[src/rtl/uart_frame_pkg.sv]
// uart_frame_pkg: frame FSM states, default sync byte and checksum helper for the UART frame arbiter
package uart_frame_pkg;
  typedef enum logic [2:0] {IDLE, SYNC, ID, PAYLOAD, CSUM} frame_state_t;
  localparam logic [7:0] DEFAULT_SYNC_BYTE = 8'hA5;
  function automatic logic [7:0] xor8(input logic [7:0] acc, input logic [7:0] b);
    return acc ^ b;
  endfunction
endpackage

[src/rtl/rr_arbiter.sv]
// rr_arbiter: rotating-priority grant whose search starts just after the previous winner
module rr_arbiter #(
  parameter int NUM_CH = 4,
  localparam int AW = $clog2(NUM_CH)
) (
  input  logic              clk,
  input  logic              rst,
  input  logic [NUM_CH-1:0] req,
  input  logic              advance,
  output logic [NUM_CH-1:0] grant,
  output logic [AW-1:0]     idx
);
  logic [AW-1:0] last_grant, cand;
  logic hit;
  always_ff @(posedge clk)
    if (rst) last_grant <= AW'(NUM_CH - 1);
    else if (advance && hit) last_grant <= idx;
  always_comb begin
    idx = '0;
    cand = '0;
    hit = 1'b0;
    for (int k = 1; k <= NUM_CH; k++) begin
      cand = AW'((int'(last_grant) + k) % NUM_CH);
      if (!hit && req[cand]) begin
        idx = cand;
        hit = 1'b1;
      end
    end
    grant = hit ? NUM_CH'(1) << idx : '0;
  end
endmodule

[src/rtl/uart_tx_frame_arbiter.sv]
// uart_tx_frame_arbiter: round-robin framing (sync, id, payload, xor) of NUM_CH byte streams onto one UART transmitter
module uart_tx_frame_arbiter
  import uart_frame_pkg::*;
#(
  parameter int NUM_CH = 4,
  parameter int MAX_LEN = 16,
  parameter logic [7:0] SYNC_BYTE = DEFAULT_SYNC_BYTE,
  localparam int AW = $clog2(NUM_CH)
) (
  input  logic                   sample_clock,
  input  logic                   reset,
  input  logic [NUM_CH-1:0]      ch_valid,
  input  logic [NUM_CH-1:0][7:0] ch_data,
  input  logic [NUM_CH-1:0]      ch_last,
  output logic [NUM_CH-1:0]      ch_ready,
  output logic [7:0]             tx_data,
  output logic                   tx_valid,
  input  logic                   tx_ready,
  output logic                   busy,
  output logic [AW-1:0]          active_ch,
  output logic                   truncated
);
  frame_state_t state, nxt;
  logic [NUM_CH-1:0] grant;
  logic [AW-1:0] win;
  logic [7:0] csum, cnt;
  logic xfer, start, at_max, sel_last;
  rr_arbiter #(.NUM_CH(NUM_CH)) u_arb (
    .clk(sample_clock),
    .rst(reset),
    .req(ch_valid),
    .advance(state == IDLE),
    .grant(grant),
    .idx(win)
  );
  assign xfer = tx_valid && tx_ready;
  assign start = state == IDLE && |grant;
  assign at_max = cnt == 8'(MAX_LEN - 1);
  assign sel_last = ch_last[active_ch];
  always_ff @(posedge sample_clock)
    if (reset) begin
      state <= IDLE;
      active_ch <= '0;
      csum <= '0;
      cnt <= '0;
      truncated <= 1'b0;
    end else begin
      state <= nxt;
      truncated <= state == PAYLOAD && xfer && at_max && !sel_last;
      if (start) begin
        active_ch <= win;
        csum <= '0;
        cnt <= '0;
      end
      if ((state == ID || state == PAYLOAD) && xfer) csum <= xor8(csum, tx_data);
      if (state == PAYLOAD && xfer) cnt <= cnt + 8'd1;
    end
  always_comb begin
    nxt = state == IDLE ? (start ? SYNC : IDLE)
        : !xfer ? state
        : state == SYNC ? ID
        : state == ID ? PAYLOAD
        : state == PAYLOAD ? (sel_last || at_max ? CSUM : PAYLOAD)
        : IDLE;
  end
  always_comb begin
    tx_valid = state inside {SYNC, ID, CSUM} || (state == PAYLOAD && ch_valid[active_ch]);
    tx_data = state == SYNC ? SYNC_BYTE
            : state == ID ? 8'(active_ch)
            : state == PAYLOAD ? ch_data[active_ch]
            : state == CSUM ? csum
            : 8'h00;
    ch_ready = state == PAYLOAD && tx_ready ? NUM_CH'(1) << active_ch : '0;
    busy = state != IDLE;
  end
endmodule

[config.mk]
export PLATFORM = sky130hd
export DESIGN_NAME = uart_tx_frame_arbiter
export DESIGN_NICKNAME = d
export VERILOG_FILES = /design/src/rtl/uart_frame_pkg.sv /design/src/rtl/rr_arbiter.sv /design/src/rtl/uart_tx_frame_arbiter.sv
export SDC_FILE = /design/constraint.sdc
export NUM_CORES = 1
export LEC_CHECK = 0
export BUFFER_PORTS_ARGS = -buffer_cell sky130_fd_sc_hd__buf_2
export CAP_MARGIN = 20
export CORE_UTILIZATION = 30
export DETAILED_ROUTE_END_ITERATION = 12
export GPL_ROUTABILITY_DRIVEN = 0
export PLACE_DENSITY_LB_ADDON = 0.2
export SYNTH_ARGS = -nofsm -noshare
export SYNTH_HDL_FRONTEND = slang
export SYNTH_SLANG_ARGS = --single-unit
export TNS_END_PERCENT = 1
[constraint.sdc]
create_clock -name sample_clock -period 2.15 [get_ports sample_clock]
set_input_delay 0.3225 -clock sample_clock [delete_from_list [all_inputs] [get_ports sample_clock]]
set_output_delay 0.3225 -clock sample_clock [all_outputs]
set_load 0.02 [all_outputs]
Yosys cells after proc, flatten, opt, wreduce, memory -nomap -nowiden
Index checks and enable logic that the tools add are counted.
{"block": "word_totals", "wordCells": 88, "inputBits": 43, "out_inout_bits": 17, "reg_bits": 24}
{"block": "op_classes", "eq_ne": 5, "n_mux": 38, "add_sub_neg": 5, "n_reduce_logical": 26, "n_shift": 2, "n_lt_le_gt_ge": 5, "bitwise": 1}
{"operator": "8-bit 2-to-1 mux", "n": 8}
{"operator": "3-bit 2-to-1 mux", "n": 6}
{"operator": "8-bit binary-select mux with 2-bit select", "n": 1}
{"operator": "2-bit by 3-bit < comparator with 1-bit output, second input constant", "n": 5}
{"operator": "1-bit binary-select mux with 2-bit select", "n": 6}
{"operator": "1-bit logical AND", "n": 12}
{"operator": "1-bit 2-to-1 mux", "n": 11}
{"operator": "8-bit by 1-bit adder with 8-bit output, second input constant", "n": 1}
{"operator": "8-bit by 4-bit == test with 1-bit output, second input constant", "n": 1}
{"operator": "2-bit 2-to-1 mux", "n": 4}
{"operator": "4-bit 2-to-1 mux", "n": 2}
{"operator": "1-bit by 2-bit left shift with 4-bit output, first input constant", "n": 2}
{"operator": "8-bit XOR", "n": 1}
{"operator": "3-bit by 2-bit == test with 1-bit output, second input constant", "n": 2}
{"operator": "2-bit nonzero test", "n": 3}
{"operator": "3-bit nonzero test", "n": 2}
{"operator": "2-bit by 1-bit adder with 2-bit output, second input constant", "n": 2}
{"operator": "2-bit adder, second input constant", "n": 2}
{"operator": "1-bit logical NOT", "n": 4}
{"operator": "4-bit OR reduction", "n": 1}
{"operator": "3-bit by 1-bit == test with 1-bit output, second input constant", "n": 1}
{"operator": "3-bit == test, second input constant", "n": 1}
{"operator": "3-bit logical NOT", "n": 1}
{"operator": "1-bit logical OR", "n": 3}

Longest topological paths before layout
Gate-level depths: netlist of the first run.
{"block": "depth", "word_depth": 19, "mapped_depth": 7, "mapped_depth_nobuf": 6}

Modules after synthesis
Synthesis of the first run repeated with hierarchy kept, for this count alone.
{"block": "unflattened", "cells_unflattened": 217, "area_unflattened_um2": 1831.8}
{"module": "uart_tx_frame_arbiter", "seq_area_each_um2": 440.4, "area_per_inst_um2": 1596.5, "cells_per_inst": 185, "n_inst": 1}
{"module": "rr_arbiter", "seq_area_each_um2": 40.0, "area_per_inst_um2": 235.2, "cells_per_inst": 32, "n_inst": 1}

Worst setup path after synthesis of the first run
No wires, ideal clock.
{"block": "synth_timing", "path_kind": "register to register", "start": "register active_ch[0]", "end": "register csum[0]", "arrival_time_ns": 1.957, "period_less_slack_ns": 2.080, "path_buffers": 1, "stages_incl_launch_ff": 7, "required_ns": 2.027, "slack_ns": 0.070, "setup_ns": 0.123, "cell_sequence": "dfxtp_1 buf_6 mux2_4 or3_1 a32o_1 nor2b_4 mux2_1"}
{"block": "synth_between", "elab_chain_len": 7, "elab_cells_between_ends": 14, "cone_classes": "mux: 8; bitwise: 1; reduce/logical: 5"}
{"item": "from (decl)", "line_no": "uart_tx_frame_arbiter.sv:20", "text": "output logic [AW-1:0] active_ch,"}
{"item": "from (signal assigned)", "line_no": "uart_tx_frame_arbiter.sv:51", "text": "active_ch <= win;"}
{"item": "8-bit binary-select mux with 2-bit select", "line_no": "uart_tx_frame_arbiter.sv:70", "text": ": state == PAYLOAD ? ch_data[active_ch]"}
{"item": "8-bit 2-to-1 mux (not written as such)", "line_no": "uart_tx_frame_arbiter.sv:70"}
{"item": "8-bit 2-to-1 mux", "line_no": "uart_tx_frame_arbiter.sv:70"}
{"item": "8-bit 2-to-1 mux *", "line_no": "uart_tx_frame_arbiter.sv:69", "text": ": state == ID ? 8'(active_ch)"}
{"item": "8-bit 2-to-1 mux *", "line_no": "uart_tx_frame_arbiter.sv:68", "text": "tx_data = state == SYNC ? SYNC_BYTE"}
{"item": "via tx_data[0]", "line_no": "uart_tx_frame_arbiter.sv:16", "text": "output logic [7:0] tx_data,"}
{"item": "8-bit XOR *", "line_no": "uart_frame_pkg.sv:6", "text": "return acc ^ b;"}
{"item": "8-bit 2-to-1 mux *", "line_no": "uart_tx_frame_arbiter.sv:55", "text": "if ((state == ID || state == PAYLOAD) && xfer) csum <= xor8(csum, tx_data);"}
{"item": "to (signal assigned)", "line_no": "uart_tx_frame_arbiter.sv:55"}
{"item": "to (decl)", "line_no": "uart_tx_frame_arbiter.sv:26", "text": "logic [7:0] csum, cnt;"}
The timed path passes the listed nets; every way through them passes the cells marked *. The select of a mux whose other input is x is not followed.
A chain may end at the register's enable or synchronous reset.

Final worst setup path of the first run
{"block": "layout_timing", "start": "register active_ch[0]", "end": "output tx_data[0]"}
{"block": "layout_between", "elab_chain_len": 5}
{"item": "8-bit binary-select mux with 2-bit select", "line_no": "uart_tx_frame_arbiter.sv:70"}
{"item": "8-bit 2-to-1 mux (not written as such)", "line_no": "uart_tx_frame_arbiter.sv:70"}
{"item": "8-bit 2-to-1 mux", "line_no": "uart_tx_frame_arbiter.sv:70"}
{"item": "8-bit 2-to-1 mux *", "line_no": "uart_tx_frame_arbiter.sv:69"}
{"item": "8-bit 2-to-1 mux *", "line_no": "uart_tx_frame_arbiter.sv:68"}
{"item": "to (decl)", "line_no": "uart_tx_frame_arbiter.sv:16"}
Every way passes the cells marked *; elsewhere a longest branch is shown, timed or not. The select of a mux whose other input is x is not followed.

==> results.toml, run 1 <==
[run_status]
outcome = "complete, but fails checks"
violations = "negative setup slack"

[finish]
synthToLayoutAreaGrowth_pct = 33.00
final_cell_mix = "57 x buf_2, 22 x dfxtp_1, 19 x nor2_1, 18 x nand2_1, 16 x buf_4"
antennaDiodeCount = 0
final_core_utilization_pct = 41.51
final_cell_area_um2 = 2300
drive_above_1_share_pct = 38.01
final_common_cell = "buf_2"
layout.nets = 316

[synth]
synth.distinct_cells = 58
yosys-top-cells-area = "dfxtp_1 28%, mux4_2 7.8%, a21oi_1 4.6%, nor2_1 4.1%, nand2_1 3.9%"
async_reset_ff_share_pct = 0
synth_seq_cells = 24
avgSynthCellArea_um2 = 8.476
synthFlopType = "dfxtp_1"
yosysTopAreaCell = "dfxtp_1"
synth-edff-count = 0
synth_cells = 204
syn_nets = 248
ys_seq_area_share_pct = 27.79
synth_top_area_share_pct = 27.79
yosys_warnings = 0
netlist_area_um2 = 1729

[floorplanning]
ios = 60
rows = 27
start_util_pct = 31.21
core_area_um2 = 5540
dieArea_um2 = 6072
die_height_um = 77.92
die_w_um = 77.92

[power]
pwr-share-seq_pct = 33.2
powerDensity_nw_per_um2 = 667.1
ir_worst_vdd_mv = 0.3403
power.share.combinational_pct = 40.3
switching_share_pct = 33.61
intPower_mw = 1.019
p_leak_nw = 0.9827
pwr-share-clk_pct = 26.5
switchingPower_mw = 0.5157

[route]
drt_iter0_markers = 111
antenna_left = 0
via_per_inst = 5.178
dr.pass1.iters = 4
routed_wl_mm = 4.663
wire_per_inst_um = 13.59
dr_total_vias = 1776
drc = 0

[setup_path]
ff2ff_setup_slack_ps = 140
setup.worst_path.end_class = "primary output"
slowest_delay_ps = 360
cp.required_ps = 1830
slowest_stage = "dfxtp_4"
crit_path_max_fanout = 4
cp.arrival_ps = 1850
worst_r2r_path_depth = 6
worst_r2r_endpoint = "csum[0]"
startpoint = "active_ch[0]"
path_class = "flip-flop to primary output"
crit_top_cell = "buf_4"
crit_chain = "buf_6 -> buf_4 -> mux2_4 -> or3_1 -> a32o_1 -> buf_4"
crit_path_start_kind = "flip-flop"
crit-reg2reg-launch = "active_ch[0]"

[sta]
fin_ws_ps = -23.66
setup_violations = 2
skew_ps = 1.009
finalCritPeriodShare_pct = 101.1
hold_violations = 0
rsz0062_at_grt = "true"
max_freq_mhz = 460.1
period_needed_ps = 2174
maxSlewViolCount = 0
slew-limit-headroom_pct = 67.45
worst_pin_slew_ps = 482.2

[cts]
root_buffer = "clkbuf_8"
cts_buffers = 3
cts_tree = "done"
postCtsHoldBufs = 0
clkTransAtPathRegs_ps = 90
htreeDepth = 1
clock_sinks = 24
clock_latency_ps = 270
cts_buffer_depth = 2

[grt]
grt_pass1_vias = 1545
grt_pass1_wl_mm = 7.376
antenna_found_initial = 0
gr-total-overflow = 0
grt_max_degree = 21
grtUsageTotal_pct = 15.23

[flow_run]
maxCapViolCount = 0

[hold_path]
hold_path.class = "primary input to flip-flop"
worstHoldEndpoint = "active_ch[0]"
whs_path_depth = 3
worstHoldStart = "ch_valid[2]"

[place]
portBuffers = 59
dp_slack_ps = 144.4
place_area_um2 = 2123
dp_hpwl_mm = 3.532
power by group through the flow:
stage | sequential (mW) | clock (mW) | combinational, mW
after global routing | 0.515 | 0.435 | 0.675
after global placement | 0.519 | 0 | 0.549
after CTS | 0.509 | 0.419 | 0.555
after floorplan | 0.498 | 0 | 0.391
final | 0.509 | 0.407 | 0.618
after detailed placement | 0.518 | 0 | 0.549
synthesized netlist by cell type, types with 2 or more instances:
| cell | count |
|---|---|
| a22o_1 | 4 |
| buf_6 | 2 |
| a21oi_1 | 16 |
| o21a_1 | 2 |
| xnor2_1 | 3 |
| nor3b_1 | 3 |
| nor4_1 | 2 |
| mux2i_1 | 2 |
| nand2_1 | 18 |
| nor2_1 | 19 |
| nor2b_1 | 3 |
| mux4_2 | 6 |
| clkbuf_1 | 5 |
| a211oi_1 | 3 |
| nand3_1 | 5 |
| inv_1 | 7 |
| a31oi_1 | 3 |
| dfxtp_1 | 24 |
| o22ai_1 | 2 |
| buf_2 | 5 |
| and3_1 | 5 |
| or4_1 | 2 |
| mux4_1 | 2 |
| o21ai_0 | 12 |
| or3_1 | 8 |
| nor3_1 | 7 |
| a21o_1 | 2 |
| and3b_1 | 2 |
critical path, delay by kind of cell (launching register included):
kind,cells,cell delay (ps)
simple gates,1,300
mux,1,280
compound gates,1,240
flops,1,360
buf+inv,3,410
repair_timing:
item                                    in CTS  in global routing
resized for setup                            5                 13
pin swaps                                    1                  1
setup buffers                                0                  6
endpoints found under the setup margin       9                  9
state kept, by name, indices dropped and copies added (netlist names):
register	flops
csum	8
state	3
cnt	8
truncated	1
u_arb.last_grant	2
active_ch	2
stage by stage:
step / std cells / hold slack (ps) / total power [mW] / TNS (ps)
floorplan: 204 / 444.8 / 0.8891 / 0
global placement: 333 / 475.8 / 1.067 / 0
detailed placement: 333 / 480.2 / 1.067 / 0
CTS: 337 / 429.3 / 1.484 / -141.8
global route: 343 / 464.3 / 1.625 / -252.3
finish: 343 / 448.2 / 1.534 / -39.31
per-layer routing:
layer / up-vias / global-route usage (%) / part of all wire (%)
met2: 34 / 23.45 / 46
li1: 907 / - / -
met3: 2 / 2.353 / 3.3
met5: - / 0 / 0
met1: 833 / 21.67 / 49
met4: 0 / 4.815 / 0.77
layout make-up:
class                      count  area, um^2
clock buffer                   3       41.29
clock inverter                 1       30.03
fill                         589        3241
inverter                       8       30.03
multi-input combinational    159        1184
sequential                    24       485.5
tap                           72       90.09
timing repair buffer          76       439.2
worst max path at each step:
stage                       to  cells past startpoint
CTS                 tx_data[1]                      6
finish              tx_data[0]                      6
detailed placement  tx_data[1]                      6
global placement    tx_data[1]                      6
floorplan              csum[0]                      6
global route        tx_data[1]                      6
logic make-up after synthesis:
logic type	after synthesis	synth area share (%)
buffers and inverters	21	6.006
DFF	24	27.79
muxes	13	14.18
xor gates and xnor gates	3	1.520
and+or+nand+nor	83	26.05
adders and majority gates	1	0.7235
AOI/OAI and AO/OA	59	23.73
(Power assumes the default switching activity.)
==> inputs of run 2 (changes only) <==
Settings changed: CORE_MARGIN from default to 2, CTS_BUF_LIST from default to sky130_fd_sc_hd__clkbuf_4 sky130_fd_sc_hd__clkbuf_8 sky130_fd_sc_hd__clkbuf_16.
==> run 2 against run 1 <==
The run now ends clean. Critical path depth is 1 lower. Core utilization is 1.3 points lower. Highest routed layer unchanged. Total power is 9.8% lower.
==> results.toml, run 2 (synthesized netlist as in run 1, its figures left out) <==
[route]
dr.pass1.iters = 4
antenna_left = 0
dr_total_vias = 1780
via_per_inst = 5.266
drc = 0
drt_iter0_markers = 106
wire_per_inst_um = 14.26
routed_wl_mm = 4.821

[grt]
antenna_found_initial = 0
grtUsageTotal_pct = 14.72
grt_pass1_vias = 1594
grt_pass1_wl_mm = 7.445
grt_max_degree = 21
gr-total-overflow = 0

[sta]
hold-worst-slack_ps = 436.0
skew_ps = 4.210
maxSlewViolCount = 0
period_needed_ps = 2116
max_freq_mhz = 472.5
slew-limit-headroom_pct = 64.53
worst_pin_slew_ps = 525.4
fin_ws_ps = 33.52
setup_violations = 0
finalCritPeriodShare_pct = 98.44
setup_tns_ps = 0
rsz0062_at_grt = "true"
hold_violations = 0

[power]
finalPower_mw = 1.384
powerDensity_nw_per_um2 = 620.8
p_leak_nw = 0.9453
ir_worst_vdd_mv = 0.2857

[floorplanning]
die_w_um = 79.92
rows = 27
core_area_um2 = 5540
ios = 60
die_height_um = 79.92
start_util_pct = 31.21
dieArea_um2 = 6387

[flow_run]
maxCapViolCount = 0

[cts]
clock_latency_ps = 270
clkTransAtPathRegs_ps = 90
cts_tree = "done"
clock_sinks = 24
cts_buffer_depth = 2
root_buffer = "clkbuf_8"
cts_buffers = 3
htreeDepth = 1

[finish]
final_cell_mix = "58 x buf_2, 22 x dfxtp_1, 19 x nor2_1, 18 x nand2_1, 16 x a21oi_1"
final_core_utilization_pct = 40.24
final_common_cell = "buf_2"
final_cell_area_um2 = 2230
synthToLayoutAreaGrowth_pct = 28.94
layout.nets = 312
antennaDiodeCount = 0
finalNonFillerCells = 338
top_regs = "cnt (8), csum (8), state (3)"
drive_above_1_share_pct = 37.22

[setup_path]
path_class = "flip-flop to primary output"
crit_path_start_kind = "flip-flop"
cp.required_ps = 1830
cp_num_buf_inv = 2
crit_path_max_fanout = 7
setup.worst_path.end_class = "primary output"
slowest_delay_ps = 380
cp.arrival_ps = 1790
critical-path-top-delay-family = "flip-flops"
crit_chain = "buf_8 -> mux2_4 -> or3_1 -> a32o_1 -> buf_4"
slowest_stage = "dfxtp_4"

[run_status]
outcome = "complete, no violations"

[hold_path]
hold_path.class = "primary input to flip-flop"

[place]
dp_hpwl_mm = 3.642
portBuffers = 59
dp_slack_ps = 91.68
place_area_um2 = 2131
dpl.cell_count = 334
run 2: cell types whose count changed in the layout (fill, tap and decap cells not counted), sizes merged:
cell    previous run  this run
bufinv             1         0
buf               76        72
run 2: area by class of cell:
cell class | count | area, um^2
Inverter | 8 | 30.03
Sequential cell | 24 | 485.5
Clock buffer | 3 | 41.29
Tap cell | 72 | 90.09
Fill cell | 605 | 3311
Timing Repair Buffer | 72 | 410.4
Multi-Input combinational cell | 159 | 1172
run 2: tightest hold or removal path, cell delays in order:
cell and delay, ps:
buf_2 140, o211a_1 160, nor3_1 50
run 2: final timing paths:
kind                startpoint      endpoint  cells after the start  slack, ps
hold reg to reg         cnt[2]        cnt[2]                      1        480
setup reg to reg  active_ch[0]       csum[0]                      6        140
setup / recovery  active_ch[0]    tx_data[0]                      5         30
hold / removal     ch_valid[2]  active_ch[0]                      3        440
run 2: routing by layer:
layer / part of all wire (%) / track usage, % / vias to the layer above
met5: 0 / 0 / -
met1: 46 / 19.63 / 837
met4: 0.85 / 5.085 / 0
met2: 49 / 24.33 / 51
li1: - / - / 890
met3: 4.4 / 1.923 / 2
run 2: what timing repair did:
action / 4_1_cts / 5_1_grt
pin swaps: 0 / 2
setup buffers: 1 / 0
resized for setup: 9 / 9
setup endpoints to repair: 9 / 9
hold buffers: 0 / 0
run 2: power by group:
group          total, mW  switching, mW  internal [mW]
Combinational      0.598          0.318          0.280
Sequential         0.510         0.0410          0.469
Clock              0.276          0.150          0.125
Total               1.38          0.509          0.875
==> inputs of run 3 (changes only) <==
==> constraint.sdc (replaced) <==
create_clock -name sample_clock -period 2.15 [get_ports sample_clock]
set_input_delay 0.3225 -clock sample_clock [delete_from_list [all_inputs] [get_ports sample_clock]]
set_output_delay 0.3225 -clock sample_clock [all_outputs]
set_load 0.05 [all_outputs]
==> run 3 against run 2 <==
Register-to-register slack got worse by 50 ps. Clock power rose by 16%. Cell area rose by 5.1%. Flip-flop and latch count did not move. Wire length fell by 0.56%.
==> results.toml, run 3 (synthesized netlist as in run 1, its figures left out) <==
[cts]
postCtsHoldBufs = 0
clock_latency_ps = 270
cts_buffer_depth = 2
clock_sinks = 24
htreeDepth = 1
clkTransAtPathRegs_ps = 90
cts_tree = "done"
root_buffer = "clkbuf_8"
cts_buffers = 3

[floorplanning]
core_area_um2 = 5540
die_w_um = 79.92
ios = 60
dieArea_um2 = 6387
rows = 27
die_height_um = 79.92
start_util_pct = 31.21

[setup_path]
crit_path_max_fanout = 6
cp.required_ps = 1830
worst_r2r_endpoint = "csum[0]"
worst_r2r_path_depth = 6
slowest_stage = "dfxtp_4"
ff2ff_setup_slack_ps = 90
crit_path_start_kind = "flip-flop"
slowest_delay_ps = 400
crit-reg2reg-launch = "active_ch[0]"
cp.arrival_ps = 1820
setup.worst_path.end = "tx_data[1]"
startpoint = "active_ch[0]"
setup.worst_path.end_class = "primary output"
crit_chain = "mux2_4 -> or3_4 -> a32oi_2 -> a21oi_2 -> buf_6"
path_class = "flip-flop to primary output"

[sta]
worst_pin_slew_ps = 463.2
skew_ps = 1.342
rsz0062_at_grt = "true"
finalCritPeriodShare_pct = 99.68
maxSlewViolCount = 0
period_needed_ps = 2143
max_freq_mhz = 466.6
setup_violations = 0
fin_ws_ps = 6.859
slew-limit-headroom_pct = 68.73
hold_violations = 0

[route]
wire_per_inst_um = 13.98
routed_wl_mm = 4.794
drt_iter0_markers = 151
dr_total_vias = 1767
antenna_left = 0
via_per_inst = 5.152
drc = 0
dr.pass1.iters = 4

[finish]
n_fill_cell = 569
final_core_utilization_pct = 42.28
synthToLayoutAreaGrowth_pct = 35.46
antennaDiodeCount = 0
final_cell_mix = "53 x buf_2, 21 x dfxtp_1, 18 x nand2_1, 18 x nor2_1, 15 x a21oi_1"
top_regs = "cnt (8), csum (8), state (3)"
layout.nets = 316
drive_above_1_share_pct = 40.22
final_common_cell = "buf_2"

[power]
p_leak_nw = 0.9950
finalPower_mw = 1.570
ir_worst_vdd_mv = 0.2620
powerDensity_nw_per_um2 = 670.2

[grt]
grt_pass1_wl_mm = 7.707
grt_pass1_vias = 1615
gr-total-overflow = 0
grtUsageTotal_pct = 15.16
antenna_found_initial = 0
grt_max_degree = 21

[place]
dp_slack_ps = 131.2
dp_hpwl_mm = 3.655
portBuffers = 59

[run_status]
outcome = "complete, no violations"

[flow_run]
maxCapViolCount = 0

[hold_path]
hold_path.class = "primary input to flip-flop"
## run 3: changes by cell type in the layout (fill, tap and decap cells not counted), sizes merged
| cell | change |
|---|---|
| buf | +4 |
| clkbuf | +1 |
## run 3: layout make-up
type | instances | area [um^2] | share of cell area, %
well taps | 72 | 90.09 | 3.846
multi-input cells | 159 | 1205 | 51.44
repair buffers | 76 | 475.5 | 20.30
flip-flops and latches | 24 | 486.7 | 20.78
clock buffers | 4 | 55.05 | 2.350
inverters | 8 | 30.03 | 1.282
## run 3: report_power, final
group	switching (mW)	total, mW	internal (mW)	leakage, nW
Sequential	0.0457	0.516	0.470	0.196
Combinational	0.411	0.735	0.324	0.770
Clock	0.155	0.319	0.164	0.0288
## run 3: what timing repair did
item,4_1_cts,5_1_grt
setup endpoints to repair,9,9
pin swaps,1,4
setup buffers,3,4
resized for setup,9,30
## run 3: metal layers
layer,share of wire [%],global-route usage (%)
met2,48,23.50
met1,48,21.42
met3,3.2,1.810
met4,1.4,5.763
met5,0,0
## run 3: worst min-delay path by stage
| stage | endpoint | cells past startpoint | startpoint | slack (ps) |
|---|---|---|---|---|
| floorplan | cnt[2] | 1 | cnt[2] | 440 |
| global placement | csum[5] | 2 | csum[5] | 470 |
| detailed placement | csum[5] | 2 | csum[5] | 480 |
| CTS | state[1] | 3 | tx_ready | 440 |
| global route | truncated | 3 | ch_last[3] | 460 |
| finish | state[1] | 3 | tx_ready | 440 |
## run 3: critical path: cells and delay by family, from the launching register on
| kind | cells | cell delay (ps) |
|---|---|---|
| compound gates | 2 | 340 |
| buf+inv | 1 | 160 |
| flops | 1 | 400 |
| mux | 1 | 310 |
| simple gates | 1 | 330 |
## run 3: stage by stage
stage                     cells  area (um^2)  setup TNS [ps]  hold slack, ps
after floorplan             204         1735          -515.9           444.8
after global placement      332         2122               0           472.6
after CTS                   339         2220          -65.87           435.5
after detailed placement    332         2122               0           476.2
after global routing        343         2342          -241.0           460.2
final                       343         2342               0           443.3
